File: src/rtl/core_bus_arbiter_pkg.sv
// Shared core bus types: pointer/word widths, bus owner and arbiter state
// encodings, and the request bundle carried from each port onto the bus.
package core_bus_arbiter_pkg;

  typedef logic [29:0] ptr;
  typedef logic [31:0] word;

  typedef enum logic [1:0] {
    BUS_NONE,
    BUS_INSN,
    BUS_DATA
  } bus_owner;

  typedef enum logic [1:0] {
    BUS_IDLE,
    BUS_ISSUE,
    BUS_WAIT
  } bus_arb_state;

  typedef struct packed {
    ptr         addr;
    logic       write;
    word        data_wr;
    logic [3:0] be;
  } bus_req;

  localparam logic [3:0] BE_ALL = 4'b1111;

endpackage

File: src/rtl/core_bus_req_latch.sv
// Per-port request latch. A start pulse either goes straight to the arbiter
// (when granted in the same cycle) or is held as pending until granted.
// Starts arriving while the port is pending or in flight are dropped.
module core_bus_req_latch
  import core_bus_arbiter_pkg::*;
(
  input  logic   clk,
  input  logic   rst,
  input  logic   start,
  input  logic   busy,
  input  logic   grant,
  input  bus_req req_in,
  output logic   valid,
  output bus_req req
);

  logic   pending;
  bus_req held;
  logic   accept;

  // A fresh start is only honoured when nothing is outstanding for this port,
  // and it is visible to the arbiter in the same cycle to save a cycle.
  assign accept = start && !pending && !busy;
  assign valid  = pending || accept;
  assign req    = pending ? held : req_in;

  // Capture the request fields and track the pending flag until granted.
  always_ff @(posedge clk) begin
    if (rst) begin
      pending <= 1'b0;
      held    <= '0;
    end else begin
      if (grant) begin
        pending <= 1'b0;
      end else if (accept) begin
        pending <= 1'b1;
      end
      if (accept) begin
        held <= req_in;
      end
    end
  end

  // Flag a requester that starts again before its previous request finished.
  always_ff @(posedge clk) begin
    if (!rst && start) begin
      assert (!pending && !busy);
    end
  end

endmodule

File: src/rtl/core_bus_arbiter.sv
// Core memory bus arbiter between the fetch port and the load/store port.
// One bus transaction is outstanding at a time; read data and a one-cycle
// ready pulse are returned to the owning port.
// Optional macro CORE_BUS_ARB_RR_EN selects round-robin arbitration on
// conflict; without it the data port always wins.
module core_bus_arbiter
  import core_bus_arbiter_pkg::*;
(
  input  logic       clk,
  input  logic       rst,
  input  logic       insn_start,
  input  ptr         insn_addr,
  output logic       insn_ready,
  output word        insn_data,
  input  logic       data_start,
  input  ptr         data_addr,
  input  logic       data_write,
  input  word        data_data_wr,
  input  logic [3:0] data_data_be,
  output logic       data_ready,
  output word        data_data_rd,
  output logic       mem_start,
  output ptr         mem_addr,
  output logic       mem_write,
  output word        mem_data_wr,
  output logic [3:0] mem_data_be,
  input  logic       mem_ready,
  input  word        mem_data_rd
);

  bus_arb_state state;
  bus_owner     owner;
  bus_owner     winner;
  bus_req       insn_in;
  bus_req       data_in;
  bus_req       insn_req;
  bus_req       data_req;
  bus_req       win_req;
  logic         insn_valid;
  logic         data_valid;
  logic         grant_insn;
  logic         grant_data;

  assign insn_in = '{addr: insn_addr, write: 1'b0, data_wr: '0, be: BE_ALL};
  assign data_in = '{addr: data_addr, write: data_write, data_wr: data_data_wr,
                     be: data_data_be};

  core_bus_req_latch u_insn_latch (
    .clk    (clk),
    .rst    (rst),
    .start  (insn_start),
    .busy   (owner == BUS_INSN),
    .grant  (grant_insn),
    .req_in (insn_in),
    .valid  (insn_valid),
    .req    (insn_req)
  );

  core_bus_req_latch u_data_latch (
    .clk    (clk),
    .rst    (rst),
    .start  (data_start),
    .busy   (owner == BUS_DATA),
    .grant  (grant_data),
    .req_in (data_in),
    .valid  (data_valid),
    .req    (data_req)
  );

`ifdef CORE_BUS_ARB_RR_EN
  bus_owner last_owner;

  // Remember who was granted most recently so the other port wins a conflict.
  always_ff @(posedge clk) begin
    if (rst) begin
      last_owner <= BUS_INSN;
    end else if (state == BUS_IDLE && winner != BUS_NONE) begin
      last_owner <= winner;
    end
  end
`endif

  // Pick the next owner among the valid requesters.
  always_comb begin
    winner = BUS_NONE;
    if (insn_valid && data_valid) begin
`ifdef CORE_BUS_ARB_RR_EN
      winner = (last_owner == BUS_DATA) ? BUS_INSN : BUS_DATA;
`else
      winner = BUS_DATA;
`endif
    end else if (data_valid) begin
      winner = BUS_DATA;
    end else if (insn_valid) begin
      winner = BUS_INSN;
    end
  end

  assign grant_insn = (state == BUS_IDLE) && (winner == BUS_INSN);
  assign grant_data = (state == BUS_IDLE) && (winner == BUS_DATA);
  assign win_req    = (winner == BUS_DATA) ? data_req : insn_req;

  // Bus sequencing: grant, pulse mem_start once, then wait for completion and
  // steer the read data and ready pulse back to the owner.
  always_ff @(posedge clk) begin
    if (rst) begin
      state        <= BUS_IDLE;
      owner        <= BUS_NONE;
      mem_start    <= 1'b0;
      mem_addr     <= '0;
      mem_write    <= 1'b0;
      mem_data_wr  <= '0;
      mem_data_be  <= '0;
      insn_ready   <= 1'b0;
      insn_data    <= '0;
      data_ready   <= 1'b0;
      data_data_rd <= '0;
    end else begin
      mem_start  <= 1'b0;
      insn_ready <= 1'b0;
      data_ready <= 1'b0;
      case (state)
        BUS_IDLE: begin
          if (winner != BUS_NONE) begin
            state       <= BUS_ISSUE;
            owner       <= winner;
            mem_start   <= 1'b1;
            mem_addr    <= win_req.addr;
            mem_write   <= win_req.write;
            mem_data_wr <= win_req.data_wr;
            mem_data_be <= win_req.be;
          end
        end
        BUS_ISSUE: begin
          state <= BUS_WAIT;
        end
        BUS_WAIT: begin
          if (mem_ready) begin
            state <= BUS_IDLE;
            owner <= BUS_NONE;
            if (owner == BUS_INSN) begin
              insn_data  <= mem_data_rd;
              insn_ready <= 1'b1;
            end else if (owner == BUS_DATA) begin
              data_data_rd <= mem_data_rd;
              data_ready   <= 1'b1;
            end
          end
        end
        default: begin
          state <= BUS_IDLE;
          owner <= BUS_NONE;
        end
      endcase
    end
  end

endmodule

File: config.mk
export PLATFORM = sky130hd
export DESIGN_NAME = core_bus_arbiter
export DESIGN_NICKNAME = d
export VERILOG_FILES = /design/src/rtl/core_bus_arbiter_pkg.sv /design/src/rtl/core_bus_req_latch.sv /design/src/rtl/core_bus_arbiter.sv
export SDC_FILE = /design/constraint.sdc
export NUM_CORES = 1
export LEC_CHECK = 0
export ABC_CLOCK_PERIOD_IN_PS = 1650
export CORE_UTILIZATION = 45
export CTS_CLUSTER_DIAMETER = 200
export DETAILED_ROUTE_END_ITERATION = 12
export HOLD_SLACK_MARGIN = 0.03
export PLACE_DENSITY = 0.86
export SYNTH_ARGS = -nofsm -noshare
export SYNTH_HDL_FRONTEND = slang
export SYNTH_SLANG_ARGS = --single-unit
File: constraint.sdc
create_clock -name clk -period 1.65 [get_ports clk]
set_input_delay 0.33 -clock clk [delete_from_list [all_inputs] [get_ports clk]]
set_output_delay 0.33 -clock clk [all_outputs]
set_load 0.05 [all_outputs]
==> flow_summary_export.csv, run 1 <==
group,metric,value,unit
run_status,status,"complete, no violations",
floorplan,dieArea,22200,µm²
sta,worstMarginPinSlew,0.362,ns
critical_path,slowest_stage,"a221oi_1",
yosys,syn_nets,1279,
finish,drive_gt1_share,18.3,%
critical_path,arrival,2.01,ns
clock_tree,cts_max_level,1,
floorplan,coreArea,21100,µm²
drt,wirelength,28800,µm
place,dp_hpwl,18600,µm
drt,drtIter0Drc,672,
yosys,syn_area_per_cell,8.50,µm²
critical_path,crit_type,"reg2reg",
min_path,worst_hold_path.endpoint,"u_insn_latch.held[0]",
yosys,ys_seq_area_share,48.9,%
job,drv_cap,0,
finish,diodes,0,
sta,max_freq,621,MHz
global_route,antenna_found_initial,0,
sta,hold_viol,0,
critical_path,cp-start-kind,"flop",
yosys,yosysTopAreaCellShare,48.9,%
finish,regArea,4770,µm²
critical_path,critical_path_peak_fanout,27,
finish,stdcell_count,1659,
floorplan,pin_count,268,
finish,multiInputGateArea,4440,µm²
floorplan,fp-row-count,53,
place,place.gp.congestion,0.833,
clock_tree,cts-root-buf,"clkbuf_16",
critical_path,path_cells,"nand2b_2, and3b_4, buf_12, a221oi_1, a211oi_1",
critical_path,endpoint_kind,"flop",
drt,drt-wirelength-per-cell,17.4,µm
clock_tree,clk_latency,0.53,ns
clock_tree,numCtsBuffers,25,
yosys,synth_ff_type,"dfxtp_1",
critical_path,max_stage_delay,0.38,ns
finish,fillers,1763,
floorplan,initial_core_util,46.2,%
global_route,track_usage,24.8,%
sta,setup_viol,0,
yosys,async_flop_share,0,%
yosys,synth_area_leader_cell,"dfxtp_1",
yosys,synth.distinct_cells,26,
yosys,syn_inst,1145,
finish,area_growth,36.7,%
drt,firstDrtPassIters,6,
drt,num_vias,9346,
clock_tree,cts_tree,"done",
min_path,min_path_cells,2,
yosys,synth_area,9740,µm²
power_and_ir_drop,p_per_area,1460,nW/µm²
finish,nets,1499,
critical_path,required,2.05,ns
global_route,grt-ovfl-total,0,
yosys,ys_ff_latch,238,
sta,grt_setup_unrepaired,"yes",
critical_path,rr_worst_depth,5,
critical_path,critPathTopFamily,"compound AO/OA/AOI/OAI gates",
drt,ant_nets,0,
critical_path,r2r_slack,0.04,ns
sta,maxSlewViolCount,0,
power_and_ir_drop,vdd_drop_max,0.909,mV
yosys,yosys.cell_count.top_type,"nand2_1",
floorplan,fp.dieW,149,µm
clock_tree,clkSlewWorstSetupHoldPaths,0.06,ns
sta,min_period_over_period,97.6,%
sta,finClkSkew,0.0126,ns
global_route,grt_max_degree,78,
place,placed_cells,1613,
drt,drc,0,
sta,slew_headroom,75.9,%
clock_tree,clockBufferDepth,3,
yosys,synthTopCellsByArea,"dfxtp_1, nand2_1, a211oi_1",
critical_path,r2r_end,"mem_addr[0]",
critical_path,rr_startpoint,"owner[0]",
min_path,hold_start,"rst",
floorplan,die_y,149,µm
sta,min_period,1.61,ns
drt,vias_per_cell,5.63,
yosys,synth_common_cells,"nand2_1, dfxtp_1, a21oi_1",
yosys,synth_edf_count,0,
power_and_ir_drop,p_leak,0.00494,µW
global_route,grt_pass1_wl,44500,µm
clock_tree,clock-sinks,238,
yosys,ys_warn_count,0,
min_path,worstHoldPathType,"in2reg",
place,io_buffers,267,
critical_path,crit_buf_inv,1,
global_route,grt_pass1_vias,8608,
power_and_ir_drop,p_total,19500,µW
-- worst max path at each step --
stage / start / endpoint / slack [ns] / cells past startpoint
global placement: data_start / mem_data_be[3] / -0.24 / 5
global route: state[0] / mem_addr[13] / -0.02 / 5
CTS: state[0] / mem_addr[17] / 0.01 / 5
finish: owner[0] / mem_addr[0] / 0.04 / 5
floorplan: owner[0] / mem_addr[17] / 0.13 / 7
detailed placement: data_start / mem_data_wr[27] / -0.33 / 5
-- layout by cell type (no fill, tap or decap), drive strengths merged --
cell / n
nand3b: 3
a21o: 3
a22oi: 37
nor3: 2
clkbuf: 34
o21a: 1
a221oi: 34
clkdlybuf4s50: 132
clkinv: 8
dfxtp: 238
bufinv: 3
mux2i: 31
and3b: 2
nand2: 322
nor2: 13
a211oi: 157
or2: 3
o21ai: 2
nand2b: 4
inv: 5
buf: 181
mux2: 1
a21oi: 168
-- kinds of logic after synthesis --
kind of cell / count (synthesis) / share of synthesized area, %
AOI/OAI and AO/OA: 402 / 27.5
buffers and inverters: 124 / 6.36
DFF: 238 / 48.9
muxes: 32 / 3.30
and+or+nand+nor: 349 / 13.9
-- sequential cells by signal, indices dropped and copies added (netlist names) --
| name | cells |
|---|---|
| u_insn_latch.pending | 1 |
| mem_data_wr | 32 |
| u_data_latch.pending | 1 |
| data_ready | 1 |
| u_insn_latch.held | 31 |
| mem_addr | 30 |
| state | 2 |
| insn_ready | 1 |
| data_data_rd | 32 |
| mem_write | 1 |
| insn_data | 32 |
| owner | 2 |
| mem_start | 1 |
| u_data_latch.held | 67 |
| mem_data_be | 4 |
-- worst register-to-register path, cell delays in order, from the launching register on --
cell	delay [ns]
dfxtp_1	0.32
nand2b_2	0.22
and3b_4	0.26
buf_12	0.17
a221oi_1	0.39
a211oi_1	0.12
-- power breakdown --
group	switching [µW]	leakage [µW]	internal [µW]
sequential	490	0.00195	6540
combinational	4330	0.00257	2400
clock	2300	0.000415	3400
-- timing repair --
item,in CTS,in global routing
pin swaps,0,0
buffers inserted,0,0
hold buffers,0,0
gates resized for setup,4,15
endpoints found under the setup margin,73,123
-- per-layer routing --
layer / share of wire (%) / global-route usage (%)
met1: 42 / 32.8
met2: 49 / 41.1
met3: 6.2 / 3.21
met5: 0 / 0
met4: 3.2 / 9.49
-- stage by stage --
stage / setup slack, ns / util (%) / setup TNS (ns) / hold WS (ns) / area (µm²)
after CTS: 0.00991 / 62.8 / 0 / 0.127 / 13200
after floorplan: 0.129 / - / 0 / 0.431 / 9740
final: 0.0392 / 63.1 / 0 / 0.143 / 13300
after global routing: -0.0244 / 63.1 / -0.100 / 0.154 / 13300
after detailed placement: -0.328 / 58.7 / -35.94 / 0.446 / 12400
after global placement: -0.243 / 58.7 / -31.94 / 0.441 / 12400
-- layout make-up --
type / count / area share, %
inverters: 4 / 0.113
clock inverters: 12 / 1.04
clock buffers: 34 / 5.18
multi-input cells: 783 / 33.4
repair buffers: 313 / 21.8
well taps: 275 / 2.59
flip-flops and latches: 238 / 35.8
Note: power is estimated with default switching activity, not from simulation.
==> run 2, diff against run 1 <==
--- a/config.mk
+++ b/config.mk
@@ -6,11 +6,11 @@
 export NUM_CORES = 1
 export LEC_CHECK = 0
 export ABC_CLOCK_PERIOD_IN_PS = 1650
-export CORE_UTILIZATION = 45
+export CORE_UTILIZATION = 48
 export CTS_CLUSTER_DIAMETER = 200
 export DETAILED_ROUTE_END_ITERATION = 12
 export HOLD_SLACK_MARGIN = 0.03
-export PLACE_DENSITY = 0.86
+export PLACE_DENSITY = 0.9
 export SYNTH_ARGS = -nofsm -noshare
 export SYNTH_HDL_FRONTEND = slang
 export SYNTH_SLANG_ARGS = --single-unit
==> run 2 against run 1 <==
  * Sequential share of layout area shrank 0.67 points
  * Utilization increased by 5.9 points
  * Critical endpoint is now mem_addr[21]
  * Die area decreased by 6.2%
  * Power up 1.4%
==> flow_summary_export.csv, run 2 (synthesis results as in run 1) <==
group,metric,value,unit
place,placement.cell_area,12500,µm²
clock_tree,cts-root-buf,"clkbuf_16",
clock_tree,cts_max_level,1,
critical_path,required,2.05,ns
critical_path,endpoint_kind,"flop",
global_route,grt-ovfl-total,0,
clock_tree,clockBufferDepth,3,
power_and_ir_drop,p_comb_share,35.6,%
drt,vias_per_cell,5.78,
global_route,antenna_found_initial,3,
global_route,grt_max_degree,77,
job,drv_cap,0,
drt,drc,0,
place,place.gp.congestion,0.898,
drt,firstDrtPassIters,7,
finish,finish.utilization,69.0,%
clock_tree,clk_latency,0.52,ns
critical_path,arrival,2.02,ns
drt,num_vias,9626,
finish,largest_register_ffs,67,
floorplan,pin_count,268,
clock_tree,clock-sinks,238,
power_and_ir_drop,p_per_area,1450,nW/µm²
critical_path,path_cells,"nand2b_4, and3b_4, buf_4, clkbuf_16, a221oi_4, a211oi_2",
critical_path,rr_startpoint,"owner[0]",
power_and_ir_drop,p_total,19700,µW
power_and_ir_drop,vdd_drop_max,1.05,mV
power_and_ir_drop,swShare,36.5,%
finish,layout_common_cells,"nand2_1, dfxtp_1, a21oi_1",
finish,layout_commonest_cell,"nand2_1",
min_path,hold_start,"rst",
floorplan,coreArea,19700,µm²
sta,finClkSkew,0.0134,ns
global_route,grt_pass1_wl,44900,µm
critical_path,max_stage_delay,0.34,ns
sta,worstMarginPinSlew,0.453,ns
finish,nets,1514,
power_and_ir_drop,p_seq_share,35.8,%
clock_tree,clkSlewWorstSetupHoldPaths,0.06,ns
global_route,track_usage,27.0,%
clock_tree,cts_tree,"done",
min_path,worstHoldPathType,"in2reg",
drt,drt-wirelength-per-cell,18.0,µm
floorplan,fp-row-count,51,
critical_path,crit_start,"owner[0]",
floorplan,initial_core_util,49.5,%
critical_path,cp-start-kind,"flop",
sta,setup_viol,0,
power_and_ir_drop,p_clk_share,28.6,%
sta,hold_viol,0,
critical_path,critical_path_peak_fanout,23,
floorplan,dieArea,20900,µm²
finish,fillers,1506,
sta,setup_tns,0,ns
floorplan,fp.dieW,144,µm
power_and_ir_drop,p_leak,0.00507,µW
finish,regMostFlops,"u_data_latch.held",
sta,min_period,1.62,ns
place,io_buffers,267,
sta,min_period_over_period,98.1,%
critical_path,r2r_slack,0.03,ns
clock_tree,numCtsBuffers,25,
place,dp_hpwl,19400,µm
drt,drtIter0Drc,756,
place,dpl_worst_slack,-0.330,ns
sta,maxSlewViolCount,0,
finish,stdcell_area,13600,µm²
sta,fin_ws,0.0314,ns
sta,grt_setup_unrepaired,"yes",
run_status,status,"complete, no violations",
power_and_ir_drop,p_int,12500,µW
sta,max_freq,618,MHz
finish,area_growth,39.3,%
drt,wirelength,30000,µm
drt,ant_nets,0,
floorplan,die_y,144,µm
global_route,grt_pass1_vias,8937,
sta,slew_headroom,69.6,%
finish,drive_gt1_share,19.2,%
power_and_ir_drop,netSwitchingPower,7200,µW
critical_path,slowest_stage,"dfxtp_1",
critical_path,crit_type,"reg2reg",
## run 2: changes by cell type in the layout (fill, tap and decap cells not counted), moves of 4 or more
cell       previous run  this run
buf_4               158       166
clkinv_2              8         4
clkbuf_16            25        29
clkbuf_8              3         8
buf_12               16        21
## run 2: layout make-up
type	instances	area, µm²	share of cell area (%)
diodes	3	7.51	0.0553
clock buffers	38	776	5.72
clock inverters	7	67.6	0.498
well taps	265	332	2.44
repair buffers	328	3150	23.2
flip-flops and latches	238	4770	35.2
multi-input cells	783	4450	32.8
inverters	4	15.0	0.111
## run 2: critical path, delay by kind of cell (launching register included)
| family | cells | cell delay (ns) |
|---|---|---|
| and+or+nand+nor | 2 | 0.43 |
| DFF | 1 | 0.34 |
| AOI/OAI and AO/OA | 2 | 0.39 |
| buffers and inverters | 2 | 0.34 |
## run 2: routing by layer
| layer | GRT usage [%] | share of wire (%) | vias to the layer above |
|---|---|---|---|
| met2 | 46.7 | 49 | 437 |
| met3 | 3.84 | 6.5 | 93 |
| met5 | 0 | 0 | - |
| met4 | 13.1 | 4.4 | 0 |
| li1 | - | - | 4552 |
| met1 | 32.8 | 40 | 4544 |
## run 2: power by group through the flow
stage / Sequential [µW] / Clock (µW) / Combinational [µW]
2_1_floorplan: 8750 / 0 / 2850
3_3_place_gp: 7090 / 0 / 6610
3_5_place_dp: 7140 / 0 / 6730
4_1_cts: 7030 / 5740 / 6780
5_1_grt: 7130 / 5980 / 7440
6_report: 7060 / 5640 / 7030
## run 2: final timing paths
check / end / cells past startpoint
worst min-delay path: insn_data[10] / 2
worst max-delay path: mem_addr[21] / 6
worst min register to register: data_data_rd[8] / 2
worst max register to register: mem_addr[21] / 6
## run 2: through the flow
step                hold WS [ns]  cells
floorplan                  0.431   1145
global placement           0.441   1612
detailed placement         0.447   1612
CTS                        0.159   1657
global route               0.174   1665
finish                     0.170   1666
## run 2: what timing repair did
action,in CTS,in global routing
pin swaps,0,4
hold buffers,0,0
setup buffers,0,3
resized for setup,3,18
gates cloned,0,3
endpoints found under the setup margin,83,73
==> run 3, diff against run 2 <==
--- a/config.mk
+++ b/config.mk
@@ -5,12 +5,12 @@
 export SDC_FILE = /design/constraint.sdc
 export NUM_CORES = 1
 export LEC_CHECK = 0
-export ABC_CLOCK_PERIOD_IN_PS = 1650
-export CORE_UTILIZATION = 48
+export ABC_CLOCK_PERIOD_IN_PS = 1900
+export CORE_UTILIZATION = 50
 export CTS_CLUSTER_DIAMETER = 200
 export DETAILED_ROUTE_END_ITERATION = 12
 export HOLD_SLACK_MARGIN = 0.03
-export PLACE_DENSITY = 0.9
+export PLACE_DENSITY = 0.93
 export SYNTH_ARGS = -nofsm -noshare
 export SYNTH_HDL_FRONTEND = slang
 export SYNTH_SLANG_ARGS = --single-unit
==> constraint.sdc (replaced) <==
create_clock -name clk -period 1.9 [get_ports clk]
set_input_delay 0.38 -clock clk [delete_from_list [all_inputs] [get_ports clk]]
set_output_delay 0.38 -clock clk [all_outputs]
set_load 0.05 [all_outputs]
==> run 3 against run 2 <==
  * Setup slack better by 0.053 ns
  * Global-route usage up 0.11 points
  * Via count is 2.0% lower
  * Power decreased by 16%
  * Die area down 3.9%
  * Wire length down 6.0%
  * Design area is 1.8% lower
  * Non-clock buffer count decreased by 17
  * Sequential power down 14%
  * Hold slack improved by 0.041 ns
  * Register-to-register slack gained 0.22 ns
  * First-iteration DRC count grew 15%
  * Critical path type is now reg2out
  * Largest cell class unchanged
  * Highest routed layer unchanged
==> flow_summary_export.csv, run 3 (synthesis results as in run 1) <==
group,metric,value,unit
clock_tree,post_cts_resized,88,
drt,wl_met2,13500,µm
sta,slew_headroom,64.5,%
global_route,grt_pass1_vias,8791,
clock_tree,hold_buffers,0,
drt,vias_per_cell,5.74,
drt,met1_length,11600,µm
sta,worstMarginPinSlew,0.534,ns
clock_tree,cts-root-buf,"clkbuf_16",
job,drv_cap,0,
finish,stdcell_count,1643,
sta,finClkSkew,0.0140,ns
clock_tree,cts_tree,"done",
sta,min_period,1.82,ns
place,placed_cells,1596,
finish,fillers,1420,
global_route,grt-ovfl-total,0,
drt,firstDrtPassIters,5,
global_route,grt_pass1_wl,44400,µm
finish,multiInputGateArea,4370,µm²
sta,fin_ws,0.0844,ns
critical_path,slowest_stage,"dlygate4sd2_1",
finish,largest_register_ffs,67,
drt,wirelength,28200,µm
finish,finish.utilization,70.5,%
clock_tree,cts_max_level,1,
floorplan,fp-row-count,50,
drt,met3_length,1960,µm
drt,routed.top_layer,"met4",
sta,grt_setup_unrepaired,"no",
floorplan,fp.dieW,142,µm
critical_path,critical_path_peak_fanout,2,
sta,setup_viol,0,
drt,ant_nets,0,
finish,nets,1498,
finish,regArea,4770,µm²
critical_path,critPathTopFamily,"buffers and inverters",
place,dp_hpwl,18700,µm
clock_tree,cts_setup_buffers,0,
finish,layout_common_cells,"nand2_1, dfxtp_1, a21oi_1",
clock_tree,clk_latency,0.51,ns
sta,holdWs,0.211,ns
finish,regMostFlops,"u_data_latch.held",
clock_tree,clkSlewWorstSetupHoldPaths,0.06,ns
run_status,status,"complete, no violations",
power_and_ir_drop,vdd_drop_max,0.795,mV
finish,layout_commonest_cell,"nand2_1",
global_route,antenna_found_initial,1,
drt,drc,0,
drt,drtIter0Drc,868,
critical_path,arrival,1.44,ns
critical_path,max_stage_delay,0.55,ns
drt,num_vias,9431,
critical_path,path_cells,"dlygate4sd2_1",
critical_path,endpoint_kind,"primary output",
floorplan,initial_core_util,51.5,%
min_path,worstHoldPathType,"in2reg",
sta,hold_viol,0,
sta,min_period_over_period,95.6,%
sta,max_freq,551,MHz
floorplan,coreArea,18900,µm²
place,place.gp.congestion,0.865,
floorplan,die_y,142,µm
clock_tree,numCtsBuffers,26,
critical_path,r2r_slack,0.25,ns
place,io_buffers,267,
global_route,grt_max_degree,71,
power_and_ir_drop,p_per_area,1240,nW/µm²
finish,stdcell_area,13300,µm²
clock_tree,clock-sinks,238,
floorplan,dieArea,20000,µm²
finish,drive_gt1_share,10.9,%
place,placement.cell_area,12600,µm²
critical_path,crit_type,"reg2out",
power_and_ir_drop,p_leak,0.00513,µW
floorplan,pin_count,268,
critical_path,cp-start-kind,"flop",
finish,area_growth,36.9,%
drt,drt-wirelength-per-cell,17.2,µm
sta,maxSlewViolCount,0,
critical_path,crit_buf_inv,1,
global_route,track_usage,27.1,%
critical_path,required,1.52,ns
clock_tree,clockBufferDepth,3,
place,dpl_worst_slack,-0.133,ns
-- run 3: changes by cell type in the layout (fill, tap and decap cells not counted), moves of 2 or more --
cell           previous run  this run
buf_4                   166        71
dlygate4sd2_1             0        88
a211oi_1                143       153
a211oi_2                 14         4
buf_6                     4         1
buf_12                   21        19
clkbuf_1                  4         6
clkbuf_16                29        27
clkinv_2                  4         6
diode_2                   3         1
-- run 3: report_power, final --
part | switching [µW] | internal, µW
logic | 3710 | 1960
registers | 418 | 5680
clock network | 1950 | 2860
-- run 3: worst paths after layout --
check | from | end | cells past startpoint
worst max register to register | u_insn_latch.pending | mem_addr[25] | 5
worst max-delay path | mem_addr[7] | mem_addr[7] | 1
worst min-delay path | rst | data_ready | 2
worst min register to register | insn_data[24] | insn_data[24] | 2
-- run 3: area by class of cell --
cell class	count	share of cell area (%)
Sequential cell	238	35.8
Tap cell	260	2.44
Inverter	4	0.113
Clock buffer	40	5.96
Multi-Input combinational cell	783	32.8
Timing Repair Buffer	311	22.6
Clock inverter	6	0.225
Antenna cell	1	0.0188
-- run 3: metrics by stage --
stage               setup TNS [ns]  total power [µW]
floorplan                        0             10100
global placement            -0.672             11900
detailed placement           -5.80             12000
CTS                              0             16600
global route                     0             17200
finish                           0             16600
-- run 3: layer usage --
metal,vias up,global-route usage [%]
li1,4494,-
met1,4430,35.1
met2,431,44.6
met3,76,4.35
met4,0,12.2
met5,-,0
